[src/rtl/mem_port_arbiter.sv]
// mem_port_arbiter: shares one single-ported memory between the IF stage
// (read-only fetch) and the MEM stage (load/store). MEM has priority; a
// saturating starvation counter forces an IF grant after STARVE_MAX
// consecutive MEM grants taken while IF was waiting.
module mem_port_arbiter #(
  parameter int ADDR_W     = 32,
  parameter int DATA_W     = 32,
  parameter int STARVE_MAX = 4
) (
  input  logic              clk,
  input  logic              rst,
  input  logic              if_req,
  input  logic [ADDR_W-1:0] if_addr,
  output logic              if_ready,
  output logic [DATA_W-1:0] if_rdata,
  input  logic              mem_req,
  input  logic              mem_we,
  input  logic [ADDR_W-1:0] mem_addr,
  input  logic [DATA_W-1:0] mem_wdata,
  output logic              mem_ready,
  output logic [DATA_W-1:0] mem_rdata,
  output logic              ram_req,
  output logic              ram_we,
  output logic [ADDR_W-1:0] ram_addr,
  output logic [DATA_W-1:0] ram_wdata,
  input  logic [DATA_W-1:0] ram_rdata,
  input  logic              ram_ack,
  output logic              busy
);

  localparam int CNT_W = $clog2(STARVE_MAX + 1);

  typedef enum logic [1:0] {
    IDLE     = 2'd0,
    BUSY_IF  = 2'd1,
    BUSY_MEM = 2'd2
  } state_t;

  state_t           state;
  logic [CNT_W-1:0] starve_cnt;
  logic             starved;
  logic             grant_if;
  logic             grant_mem;

  // Grant decision for the current IDLE cycle. No grant is made while a
  // ready pulse is out: the requester that just completed may still hold a
  // stale request, and holding off the other requester too keeps the
  // one-cycle gap uniform so the starvation counter sees every contention.
  always_comb begin
    grant_if  = 1'b0;
    grant_mem = 1'b0;
    starved   = (starve_cnt == CNT_W'(STARVE_MAX));
    if (state == IDLE && !if_ready && !mem_ready) begin
      if (mem_req && !(if_req && starved)) begin
        grant_mem = 1'b1;
      end else if (if_req) begin
        grant_if = 1'b1;
      end
    end
  end

  // Arbiter FSM: registers the granted request onto ram_*, waits for
  // ram_ack, then issues a one-cycle ready pulse with captured read data.
  always_ff @(posedge clk or negedge rst) begin
    if (!rst) begin
      state      <= IDLE;
      starve_cnt <= '0;
      busy       <= 1'b0;
      ram_req    <= 1'b0;
      ram_we     <= 1'b0;
      ram_addr   <= '0;
      ram_wdata  <= '0;
      if_ready   <= 1'b0;
      if_rdata   <= '0;
      mem_ready  <= 1'b0;
      mem_rdata  <= '0;
    end else begin
      if_ready  <= 1'b0;
      mem_ready <= 1'b0;
      case (state)
        IDLE: begin
          if (grant_mem) begin
            state     <= BUSY_MEM;
            busy      <= 1'b1;
            ram_req   <= 1'b1;
            ram_we    <= mem_we;
            ram_addr  <= mem_addr;
            ram_wdata <= mem_wdata;
            if (!if_req) begin
              starve_cnt <= '0;
            end else if (!starved) begin
              starve_cnt <= starve_cnt + 1'b1;
            end
          end else if (grant_if) begin
            state      <= BUSY_IF;
            busy       <= 1'b1;
            ram_req    <= 1'b1;
            ram_we     <= 1'b0;
            ram_addr   <= if_addr;
            ram_wdata  <= '0;
            starve_cnt <= '0;
          end
        end
        BUSY_IF: begin
          if (ram_ack) begin
            state    <= IDLE;
            busy     <= 1'b0;
            ram_req  <= 1'b0;
            if_ready <= 1'b1;
            if_rdata <= ram_rdata;
          end
        end
        BUSY_MEM: begin
          if (ram_ack) begin
            state     <= IDLE;
            busy      <= 1'b0;
            ram_req   <= 1'b0;
            mem_ready <= 1'b1;
            if (!ram_we) begin
              mem_rdata <= ram_rdata;
            end
          end
        end
        default: begin
          state   <= IDLE;
          busy    <= 1'b0;
          ram_req <= 1'b0;
        end
      endcase
    end
  end

endmodule
[config.mk]
export PLATFORM = sky130hd
export DESIGN_NAME = mem_port_arbiter
export DESIGN_NICKNAME = d
export VERILOG_FILES = /design/src/rtl/mem_port_arbiter.sv
export SDC_FILE = /design/constraint.sdc
export NUM_CORES = 1
export LEC_CHECK = 0
export CORE_AREA = 2 2 112 114
export DETAILED_ROUTE_END_ITERATION = 12
export DIE_AREA = 0 0 114 116
export DONT_BUFFER_PORTS = 1
export GPL_TIMING_DRIVEN = 0
export PLACE_DENSITY = 0.65
export SETUP_SLACK_MARGIN = 0.15
export SYNTH_ARGS = -nofsm -noshare
export SYNTH_HDL_FRONTEND = slang
export SYNTH_SLANG_ARGS = --single-unit
[constraint.sdc]
create_clock -name clk -period 6.5 [get_ports clk]
set_clock_uncertainty 0.2 [all_clocks]
set_input_delay 1.95 -clock clk [delete_from_list [all_inputs] [get_ports clk]]
set_output_delay 1.95 -clock clk [all_outputs]
set_load 0.02 [all_outputs]
Word level (Yosys, flattened, before mapping):

Index checks and enable logic that the tools add are counted.

* bitwise operators: 1
* reductions and logical operators: 15
* multiplexer cells: 26
* $add $sub $neg: 1
* equal/unequal tests: 6

Operators by type and width (count)
* $mux W32: 4
* $mux W1: 13
* $mux W3: 4
* $mux W2: 3
* $ne A3 B3 Y1 const B: 2
* $reduce_and A2 Y1: 3
* $reduce_and A3 Y1: 2
* $logic_and A1 B1 Y1: 4
* $pmux W2 S2: 1
* $add A3 B1 Y3 const B: 1
* $eq A3 B3 Y1 const B: 1
* $logic_not A1 Y1: 3
* $eq A2 B1 Y1 const B: 1
* $eq A2 B2 Y1 const B: 1
* $logic_not A2 Y1: 1
* $ne A2 B1 Y1 const B: 1
* $pmux W1 S2: 1
* $reduce_bool A2 Y1: 1
* $reduce_or A2 Y1: 1
* $not A1 Y1: 1

* input port bits: 134
* word-level logic and storage cells: 59
* register bits after elaboration: 137

Logic depth before layout (Yosys ltp):

* depth after elaboration: 9
* gate-level depth with buffers: 8
* gate-level depth less buffers: 6

Least setup slack after synthesis:

Ideal clock, no wire load.

* path kind: input to register
* start: input ram_ack
* end: register mem_rdata[11]
* stages: 5
* arrival time: 2881 ps
* slack: 3294 ps
* cells stage by stage: and2_1 -> nand2b_1 -> clkbuf_1 -> buf_2 -> mux2_2

* longest elaborated chain between the ends: 1

Ends and longest elaborated chain
* from (decl): RTL line 27 `input logic ram_ack,`
* $reduce_and A3 Y1 (no line)
* to (signal assigned): RTL line 120 `mem_rdata <= ram_rdata;`
* to (decl): RTL line 21 `output logic [DATA_W-1:0] mem_rdata,`

Every way passes these cells.
A chain may end at the register's enable or synchronous reset.

==> impl_metrics.yaml <==
timing:
  hold_viol_final: 0
  fin_tns_setup_ps: 0
  period_minus_slack_ps: 3266
  max_slew_margin_pct: 60.87
  clock.fmax_mhz: 306.2
  period_share_pct: 50.25
  slew_viol_final: 0
  setup_viol: 0
  worst_slew_pin_slew_ps: 587.0
  grt_setup_unrepaired: "false"
power_and_ir_drop:
  total_leakage_power_nw: 2.768
  combPwrFrac_pct: 20.7
  pwr-share-clk_pct: 26.3
  ir_drop_v: 0.0002971
  powerDensity_nw_per_um2: 626.0
  power.switching_mw: 1.526
  p_int_mw: 2.317
  power_frac_seq_pct: 53.0
  swShare_pct: 39.70
floorplanning:
  pin_count: 267
  fp.dieW_um: 114
  die_y_um: 116
  coreArea_um2: 11910
  initial_core_util_pct: 44.67
  row_count: 40
  die-area_um2: 13220
critical_path:
  cp_slowest_cell: "dfrtp_1"
  crit_path_end_kind: "primary output"
  setup.worst_path.start_class: "flop"
  cp_top_family: "flip-flops"
  arrival_ps: 1120
  path_buf_inv: 1
  max_stage_delay_ps: 510
  crit_fanout: 3
  crit_type: "flop to primary output"
  crit_path_cell_trace: "buf_4"
  worstPathRequired_ps: 4350
logic_synthesis:
  synth_cells: 399
  yosysSeqAreaShare_pct: 64.43
  synth_seq_cells: 137
  synth_ff_type: "dfrtp_1"
  synth_nets: 538
  synth_top_area_cell: "dfrtp_1"
  synth.most_common_cell: "dfrtp_1"
  postSynth.asyncResetShare_pct: 100.0
  synthTopCellsByArea: "dfrtp_1 64%, mux2_2 14%, a22o_1 5.4%"
  avgSynthCellArea_um2: 13.34
  synth_top_area_share_pct: 64.43
  ys_types: 27
  synthTopCellsByCount: "137 x dfrtp_1, 64 x mux2_2, 37 x nand2_1, 33 x a22o_1, 33 x o22ai_1"
  synth_edf_count: 0
  synth_area_um2: 5321
  yosysWarnings: 0
route:
  detail_route.wl_per_cell_um: 22.66
  first_pass_iters: 4
  drcViolationCount: 0
  avgViaCountPerCell: 5.874
  drt_iter0_drc: 171
  drt_wl_total_um: 13100
  via_count: 3395
  drt.antenna.violating_nets: 0
cells_and_area:
  syn2layout_area_growth_pct: 15.35
  drive_gt1_share_pct: 26.45
  design_area_um2: 6138
  antenna_cells: 0
  fill_cells: 1062
  fin_nets: 557
global_route:
  gr-total-overflow: 0
  grt_pass1_wl_um: 19530
  grt_max_degree: 138
  antenna_found_initial: 0
  grtUsageTotal_pct: 19.58
  grt_pass1_vias: 3671
flow_run:
  drv_cap: 0
clock_tree:
  clock-root-buffer: "clkbuf_16"
  clock-sinks: 137
  cts_tree: "done"
  cts.repair.resized: 0
  htree_levels: 4
  cts_hold_buf: 0
  cts_buffer_depth: 2
  clkTransAtPathRegs_ps: 50
  cts_setup_buffers: 0
  numCtsBuffers: 17
  clk_latency_ps: 410
place:
  io_buffers: 0
  hpwl_um: 9419
  place_congestion: 0.7358
  placed_area_um2: 5505
min_path:
  hold_class: "flop to flop"
status:
  status: "finished clean"
[power by group through the flow]
stage	registers (mW)	logic (mW)	clock network, mW
after floorplan	1.94	0.652	0
after global placement	2.04	0.767	0
after detailed placement	2.05	0.807	0
after CTS	2.04	0.811	1.03
after global routing	2.08	0.898	1.07
final	2.04	0.796	1.01
[per-stage QoR]
step	power, mW	setup slack, ps	hold WS, ps	instances	util (%)
2_1_floorplan	2.590	3294	284.6	399	-
3_3_place_gp	2.810	2992	314.3	546	46.22
3_5_place_dp	2.860	3013	323.8	546	46.22
4_1_cts	3.885	3199	332.5	578	51.53
5_1_grt	4.049	3184	378.2	578	51.53
6_report	3.843	3234	327.0	578	51.53
[layout make-up]
| cell class | instances | area, um2 | area share, % |
|---|---|---|---|
| plain buffers | 29 | 142.6 | 2.324 |
| flip-flops and latches | 137 | 3428 | 55.85 |
| inverters | 6 | 22.52 | 0.3669 |
| clock inverters | 10 | 138.9 | 2.263 |
| well taps | 147 | 183.9 | 2.996 |
| clock buffers | 22 | 494.2 | 8.051 |
| multi-input cells | 227 | 1728 | 28.15 |
[path summary, 6_finish.rpt]
path                       slack, ps  cells after the start             to     startpoint
setup / recovery                3230                      1        ram_req           busy
hold / removal                   330                      1  starve_cnt[0]  starve_cnt[0]
setup reg to reg                3920                      8  starve_cnt[1]       state[0]
hold reg to reg                  330                      1  starve_cnt[0]  starve_cnt[0]
max in group asynchronous       4850                      0   ram_addr[30]            rst
min in group asynchronous       1040                      0  mem_rdata[28]            rst
[flip-flops by register name, indices dropped and copies added, names as in the netlist]
name        flops
busy            1
if_rdata       32
if_ready        1
mem_rdata      32
mem_ready       1
ram_addr       32
ram_wdata      32
ram_we          1
starve_cnt      3
state           2
[cells in the final DEF, fill, tap and decap left out, types with 4 or more instances in the layout]
| cell | instances |
|---|---|
| o21ai_0 | 22 |
| mux2_2 | 64 |
| dfrtp_1 | 137 |
| ha_1 | 5 |
| clkbuf_1 | 10 |
| clkbuf_8 | 5 |
| clkbuf_16 | 17 |
| buf_2 | 12 |
| nand2_1 | 37 |
| nand3_1 | 4 |
| o21ai_1 | 12 |
| o22ai_1 | 33 |
| a22o_1 | 33 |
| inv_1 | 6 |
[logic make-up after synthesis]
family,count (synthesis),synth area share [%]
DFF,137,64.43
and+or+nand+nor,54,4.585
AOI/OAI and AO/OA,103,12.96
buffers and inverters,35,3.104
adders and majority gates,5,1.176
muxes,65,13.75
[layer usage]
| metal | up-vias | global-route usage, % | part of all wire (%) |
|---|---|---|---|
| met4 | 0 | 8.293 | 2.1 |
| met2 | 198 | 33.45 | 51 |
| met5 | - | 0 | 0 |
| met1 | 1697 | 21.27 | 37 |
| met3 | 20 | 8.734 | 10 |
| li1 | 1480 | - | - |
Power figures use the tool's default switching activity.
